**config.mk**
```make
export PLATFORM = sky130hd
export DESIGN_NAME = stopwatch_ctrl_flat
export DESIGN_NICKNAME = d
export VERILOG_FILES = /design/src/rtl/stopwatch_ctrl_if.sv /design/src/rtl/stopwatch_ctrl.sv /design/src/flat_wrapper.sv
export SDC_FILE = /design/constraint.sdc
export NUM_CORES = 1
export LEC_CHECK = 0
export CORE_MARGIN = 2
export CORE_UTILIZATION = 60
export DETAILED_ROUTE_END_ITERATION = 12
export HOLD_SLACK_MARGIN = 0.02
export PLACE_DENSITY = 0.82
export SLEW_MARGIN = 20
export SYNTH_ARGS = -nofsm -noshare
export SYNTH_HDL_FRONTEND = slang
export SYNTH_SLANG_ARGS = --single-unit
export TNS_END_PERCENT = 100
```
**constraint.sdc**
```tcl
create_clock -name clk -period 2.15 [get_ports clk]
set_input_delay 0.3225 -clock clk [delete_from_list [all_inputs] [get_ports clk]]
set_output_delay 0.3225 -clock clk [all_outputs]
set_load 0.1 [all_outputs]
```
**src/rtl/stopwatch_ctrl_if.sv**
```systemverilog
// Signal bundle between the stopwatch buttons, stopwatch_ctrl and the downstream timer_counter.
// Contract: btn_* are raw asynchronous levels (1 = pressed); en_1ms and clear_en are one-clock
// pulses; start_en is a level that is high exactly while state reads RUN (2'b01).
interface stopwatch_ctrl_if;
  logic       btn_start;
  logic       btn_clear;
  logic       en_1ms;
  logic       start_en;
  logic       clear_en;
  logic [1:0] state;

  modport master (
    output btn_start, btn_clear,
    input  en_1ms, start_en, clear_en, state
  );

  modport slave (
    input  btn_start, btn_clear,
    output en_1ms, start_en, clear_en, state
  );
endinterface

```
**src/rtl/stopwatch_ctrl.sv**
```systemverilog
// Stopwatch control front-end: 1 ms prescaler, button sync/debounce and IDLE/RUN/PAUSE FSM.
// Optional macro STOPWATCH_CLR_IN_RUN_EN lets CLEAR abort a running count straight to IDLE.
module stopwatch_ctrl #(
  parameter int CLK_PER_MS  = 16,
  parameter int DEBOUNCE_MS = 20
) (
  input  logic           clk,
  input  logic           rst,
  stopwatch_ctrl_if.slave sw
);

  localparam int PW = (CLK_PER_MS > 2) ? $clog2(CLK_PER_MS) : 1;
  localparam int CW = $clog2(DEBOUNCE_MS + 1);

  typedef enum logic [1:0] {
    ST_IDLE  = 2'b00,
    ST_RUN   = 2'b01,
    ST_PAUSE = 2'b10,
    ST_BAD   = 2'b11
  } state_t;

  logic [PW-1:0] pre_cnt;
  logic          en_1ms;
  logic [1:0]    sync1;
  logic [1:0]    sync2;
  logic [1:0]    db;
  logic [1:0]    db_d;
  logic [CW-1:0] db_cnt [2];
  logic [1:0]    press;
  state_t        state;
  logic          start_en;
  logic          clear_en;

  // en_1ms is high while pre_cnt reads CLK_PER_MS-1, i.e. registered one count early.
  always_ff @(posedge clk) begin
    if (rst) begin
      pre_cnt <= '0;
      en_1ms  <= 1'b0;
    end else begin
      if (pre_cnt == PW'(CLK_PER_MS - 1)) pre_cnt <= '0;
      else                                pre_cnt <= pre_cnt + 1'b1;
      en_1ms <= (pre_cnt == PW'(CLK_PER_MS - 2));
    end
  end

  // Bit 0 is START, bit 1 is CLEAR; both paths are identical.
  always_ff @(posedge clk) begin
    if (rst) begin
      sync1  <= '0;
      sync2  <= '0;
      db     <= '0;
      db_d   <= '0;
      db_cnt <= '{default: '0};
    end else begin
      sync1 <= {sw.btn_clear, sw.btn_start};
      sync2 <= sync1;
      db_d  <= db;
      for (int i = 0; i < 2; i++) begin
        if (sync2[i] == db[i]) begin
          db_cnt[i] <= '0;
        end else if (en_1ms) begin
          if (db_cnt[i] == CW'(DEBOUNCE_MS - 1)) begin
            db[i]     <= sync2[i];
            db_cnt[i] <= '0;
          end else begin
            db_cnt[i] <= db_cnt[i] + 1'b1;
          end
        end
      end
    end
  end

  assign press = db & ~db_d;

  always_ff @(posedge clk) begin
    if (rst) begin
      state    <= ST_IDLE;
      start_en <= 1'b0;
      clear_en <= 1'b0;
    end else begin
      clear_en <= 1'b0;
      case (state)
        ST_IDLE: begin
          if (press[0]) begin
            state    <= ST_RUN;
            start_en <= 1'b1;
          end
        end
        ST_RUN: begin
`ifdef STOPWATCH_CLR_IN_RUN_EN
          if (press[1]) begin
            state    <= ST_IDLE;
            start_en <= 1'b0;
            clear_en <= 1'b1;
          end else if (press[0]) begin
            state    <= ST_PAUSE;
            start_en <= 1'b0;
          end
`else
          if (press[0]) begin
            state    <= ST_PAUSE;
            start_en <= 1'b0;
          end
`endif
        end
        ST_PAUSE: begin
          if (press[1]) begin
            state    <= ST_IDLE;
            start_en <= 1'b0;
            clear_en <= 1'b1;
          end else if (press[0]) begin
            state    <= ST_RUN;
            start_en <= 1'b1;
          end
        end
        default: begin
          // Only an upset can land here; recover as if a clear had been issued.
          state    <= ST_IDLE;
          start_en <= 1'b0;
          clear_en <= 1'b1;
        end
      endcase
    end
  end

  assign sw.en_1ms   = en_1ms;
  assign sw.start_en = start_en;
  assign sw.clear_en = clear_en;
  assign sw.state    = state;

endmodule

```
**src/flat_wrapper.sv**
```systemverilog
// flat-port wrapper written by rule: the top's interface ports become plain ports
module stopwatch_ctrl_flat 
#(
  parameter int CLK_PER_MS  = 16,
  parameter int DEBOUNCE_MS = 20
)
  (clk, rst, sw_btn_start, sw_btn_clear, sw_en_1ms, sw_start_en, sw_clear_en, sw_state);
  stopwatch_ctrl_if sw_i ();
  input  logic clk;
  input  logic rst;
  input wire logic [$bits(sw_i.btn_start)-1:0] sw_btn_start;
  input wire logic [$bits(sw_i.btn_clear)-1:0] sw_btn_clear;
  output wire logic [$bits(sw_i.en_1ms)-1:0] sw_en_1ms;
  output wire logic [$bits(sw_i.start_en)-1:0] sw_start_en;
  output wire logic [$bits(sw_i.clear_en)-1:0] sw_clear_en;
  output wire logic [$bits(sw_i.state)-1:0] sw_state;
  assign sw_i.btn_start = sw_btn_start;
  assign sw_i.btn_clear = sw_btn_clear;
  assign sw_en_1ms = sw_i.en_1ms;
  assign sw_start_en = sw_i.start_en;
  assign sw_clear_en = sw_i.clear_en;
  assign sw_state = sw_i.state;
  stopwatch_ctrl #(.CLK_PER_MS(CLK_PER_MS), .DEBOUNCE_MS(DEBOUNCE_MS)) u_core (.clk(clk), .rst(rst), .sw(sw_i));
endmodule
```
=== Word level (Yosys, flattened, before mapping) ===
Cells that the tools add are included.

* Flip-flop bits (word level): 27
* Output and inout port bits: 5
* Logic and storage cells: 47

* Add/subtract/negate cells: 3
* Eq/ne operators: 9
* Muxes and demuxes: 12
* Bitwise gates (word level): 4
* Reduce and logical (&&, ||, !) cells: 7

{| class="wikitable"
|+ Operators with widths
! cell !! number
|-
| $add A5 B1 Y5 const B || 2
|-
| $eq A5 B5 Y1 const B || 2
|-
| $mux W5 || 2
|-
| $eq A4 B4 Y1 const B || 2
|-
| $reduce_or A2 Y1 || 4
|-
| $mux W2 || 3
|-
| $pmux W2 S3 || 1
|-
| $reduce_and A3 Y1 || 2
|-
| $add A4 B1 Y4 const B || 1
|-
| $mux W1 || 4
|-
| $pmux W1 S3 || 1
|-
| $and A2 B2 Y2 || 1
|-
| $eq A1 B1 Y1 || 2
|-
| $eq A2 B1 Y1 const B || 1
|-
| $eq A2 B2 Y1 const B || 1
|-
| $logic_not A2 Y1 || 1
|-
| $ne A2 B1 Y1 const B || 1
|-
| $not A1 Y1 || 2
|-
| $not A2 Y2 || 1
|-
| $pmux W1 S2 || 1
|}

=== Logic depth before layout (Yosys ltp) ===
* Word-level depth: 5
* Mapped depth: 4
* Gate-level depth less buffers: 4

=== Least setup slack after synthesis ===
No wires, ideal clock.

* Path kind: reg-to-reg
* From: register u_core.en_1ms (netlist: u_core.sw.en_1ms)
* To: register u_core.db[0]
* Setup time: 0.121 ns
* Arrival: 1.697 ns
* Required time: 2.029 ns
* Setup slack: 0.332 ns
* Cell stages (with the launch flop): 5
* Buffers on the path: 1
* Cell sequence: dfxtp_1 buf_6 nand2_4 nor3_2 mux2_4

* Cells in the longest elaborated chain, start to end: 1

{| class="wikitable"
|+ RTL lines
! element !! RTL line !! text
|-
| from (decl) || stopwatch_ctrl.sv:23 || <nowiki>logic en_1ms;</nowiki>
|-
| from (signal assigned) || stopwatch_ctrl.sv:42 || <nowiki>en_1ms <= (pre_cnt == PW'(CLK_PER_MS - 2));</nowiki>
|-
| $reduce_and A3 Y1 (no source line) || - ||
|-
| to (signal, indexed assignment) || stopwatch_ctrl.sv:63 || <nowiki>db[i] <= sync2[i];</nowiki>
|-
| to (decl) || stopwatch_ctrl.sv:26 || <nowiki>logic [1:0] db;</nowiki>
|}

Every way passes these cells.
A chain may end at the register's enable or synchronous reset.

=== Worst setup path after layout ===
* From: register u_core.en_1ms (netlist: u_core.sw.en_1ms)
* To: output sw_en_1ms

{| class="wikitable"
|+ RTL lines
! element !! RTL line !! text
|-
| to (decl) || flat_wrapper.sv:13 || <nowiki>output wire logic [$bits(sw_i.en_1ms)-1:0] sw_en_1ms;</nowiki>
|}

No word-level cell between the ends.

==> impl_metrics.tcl <==
set metrics [dict create \
    status "finished clean" \
    path_clk_slew_ns 0.14 \
    drc 0 \
    syn_inst 110 \
    avgRoutedWirePerCell_um 13.3 \
    netlist_top_cells_count "dfxtp_1 (27), nor2_1 (11), nor2b_1 (11), xor2_1 (6), a21oi_1 (5)" \
    nets 130 \
    numCtsBuffers 3 \
    power_switching_mw 0.163 \
    yosys_warnings 0 \
    leakagePower_nw 0.497 \
    yosysSeqAreaShare_pct 46.3 \
    cts_resized 0 \
    final.period_utilization_pct 78.6 \
    dr_total_vias 799 \
    place_congestion 0.703 \
    clockRootBuffer "clkbuf_4" \
    p_sw_share_pct 21.5 \
    place_worst_setup_slack_ns 0.504 \
    crit_fanout 9 \
    drtPass1Iterations 4 \
    yosys.area.top_type "dfxtp_1" \
    fin_crit_ns 1.69 \
    cts_buffer_depth 2 \
    rrSetupSlack_ns 0.81 \
    synth_top_flop_cell "dfxtp_1" \
    row_count 15 \
    syn_area_um2 1170 \
    drv_slew 0 \
    wl_um 1950 \
    internal_power_mw 0.596 \
    grt_pass1_wl_um 3140 \
    cp-end-kind "output port" \
    drive_gt1_share_pct 19.0 \
    syn_to_final_growth_pct 11.0 \
    slew_headroom_pct 66.0 \
    cts.sinks 27 \
    port_buffers 8 \
    cts_htree_levels 1 \
    grt_remaining_overflow 0 \
    rsz0062_at_grt "false" \
    die_y_um 48.1 \
    fp.coreArea_um2 1780 \
    power_density_nw_per_um2 585 \
    clkLatencyLatePin_ns 0.32 \
    fin_setup_tns_ns 0 \
    start_util_pct 65.5 \
    wl_met2_um 1020 \
    ys_ff_latch 27 \
    cts_setup_buffers 0 \
    top_layer "met4" \
    clkPwrFrac_pct 28.0 \
    seqPwrFrac_pct 68.0 \
    min_path_type "flip-flop to flip-flop" \
    synth_edf_count 0 \
    hold_violations 0 \
    yosysMostFrequentCell "dfxtp_1" \
    routedLengthMet1_um 849 \
    cts_hold_buf 0 \
    crit_required_ns 1.83 \
    dieArea_um2 2320 \
    grt_pass1_vias 757 \
    p_comb_share_pct 4.0 \
    critPathLaunchType "flip-flop" \
    antenna_left 0 \
    setup_ws_ns 0.460 \
    cts_tree "built" \
    synth_top_area_share_pct 46.3 \
    ys_top_cells_by_area "dfxtp_1 (46%), nor2b_1 (5.9%), xor2_1 (4.5%), ha_1 (4.3%), nor2_1 (3.5%)" \
    max-cap-violations 0 \
    dp.final_hpwl_um 1490 \
    ir_drop_mv 0.522 \
    syn_avg_cell_area_um2 10.6 \
    io-pin-count 9 \
    ys_types 29 \
    synth_nets 118 \
    drt_iter0_markers 17 \
    setup-violations-final 0 \
    cp_data_arrival_time_ns 1.37 \
    fp.dieW_um 48.1 \
    fmax_mhz 592 \
    finClkSkew_ns 0.00426 \
    via_per_inst 5.47 \
    antenna_cells 0 \
    antenna_found_initial 0 \
    crit_type "flip-flop to output port" \
    worst_pin_slew_ns 0.508 \
    grt_usage_pct 20.3 \
    grt_start_max_net_pins 15 \
    synthArstFlopShare_pct 0 \
    met3_length_um 47 \
]
==> cells in the final DEF (no fill, tap or decap), drive strengths merged, types with 2 or more instances in the layout <==
cell type,Yosys,final
a211oi,2,2
a21bo,2,2
a21oi,7,7
buf,2,6
clkbuf,0,4
clkdlybuf4s50,0,3
dfxtp,27,27
ha,4,4
inv,3,3
mux2,2,2
mux2i,2,2
nand2,5,5
nand2b,6,6
nand4,2,2
nand4b,4,4
nor2,11,11
nor2b,11,11
nor3,2,2
o21ai,3,3
o311ai,2,2
xnor2,3,3
xor2,6,6
==> critical path: stages, from the launching register on <==
cell and delay [ns]:
dfxtp_1 0.64, buf_4 0.24, buf_12 0.17
==> final cells by class <==
class                   instances  area (um2)
inverters                       3        11.3
multi-input cells              78         601
clock buffers                   4        26.3
well taps                      25        31.3
repair buffers                  9        87.6
fillers                       142         485
flip-flops and latches         27         541
==> sequential cells by signal (all words and copies together), names as in the netlist <==
register,count
u_core.sw.en_1ms,1
u_core.sync2,2
u_core.sw.state,2
u_core.sync1,2
u_core.sw.start_en,1
u_core.pre_cnt,4
u_core.db,2
u_core.sw.clear_en,1
u_core.db_cnt,10
u_core.db_d,2
==> power by group through the flow <==
stage,clock network (mW),registers (mW),logic [mW]
after floorplan,0,0.525,0.0198
after global placement,0,0.526,0.0286
after detailed placement,0,0.527,0.0309
after CTS,0.219,0.516,0.0308
after global routing,0.241,0.517,0.0340
final,0.212,0.516,0.0301
==> metal layers <==
| layer | GRT usage [%] | up-vias |
|---|---|---|
| li1 | - | 395 |
| met1 | 22.6 | 391 |
| met2 | 35.5 | 9 |
| met3 | 5.93 | 4 |
| met4 | 9.73 | 0 |
| met5 | 0 | - |
==> metrics by stage <==
stage,util [%],instances,power (mW),hold WS (ns),cell area [um2]
6_report,72.8,146,0.758,0.456,1300
4_1_cts,72.8,146,0.765,0.460,1300
3_5_place_dp,71.3,142,0.558,0.430,1270
3_3_place_gp,71.3,142,0.555,0.429,1270
5_1_grt,72.8,146,0.792,0.471,1300
2_1_floorplan,-,110,0.545,0.405,1170
==> cells by family (layout without fill, tap and decap cells) <==
| kind of cell | Yosys count | count (layout) | synth area share, % |
|---|---|---|---|
| adders and majority gates | 4 | 4 | 4.28 |
| muxes | 4 | 4 | 4.28 |
| DFF | 27 | 27 | 46.3 |
| and+or+nand+nor | 45 | 45 | 25.4 |
| buffers and inverters | 5 | 16 | 2.35 |
| AOI/OAI and AO/OA | 16 | 16 | 10.7 |
| xor gates and xnor gates | 9 | 9 | 6.75 |
==> final timing paths <==
path	end	startpoint	depth (start not counted)
setup / recovery	sw_en_1ms	u_core.sw.en_1ms$_SDFF_PP0_	2
hold / removal	u_core.sync2[1]$_SDFF_PP0_	u_core.sync1[1]$_SDFF_PP0_	1
setup reg to reg	u_core.db[0]$_SDFFE_PP0P_	u_core.sw.en_1ms$_SDFF_PP0_	3
hold reg to reg	u_core.sync2[1]$_SDFF_PP0_	u_core.sync1[1]$_SDFF_PP0_	1
(Power assumes the default switching activity.)
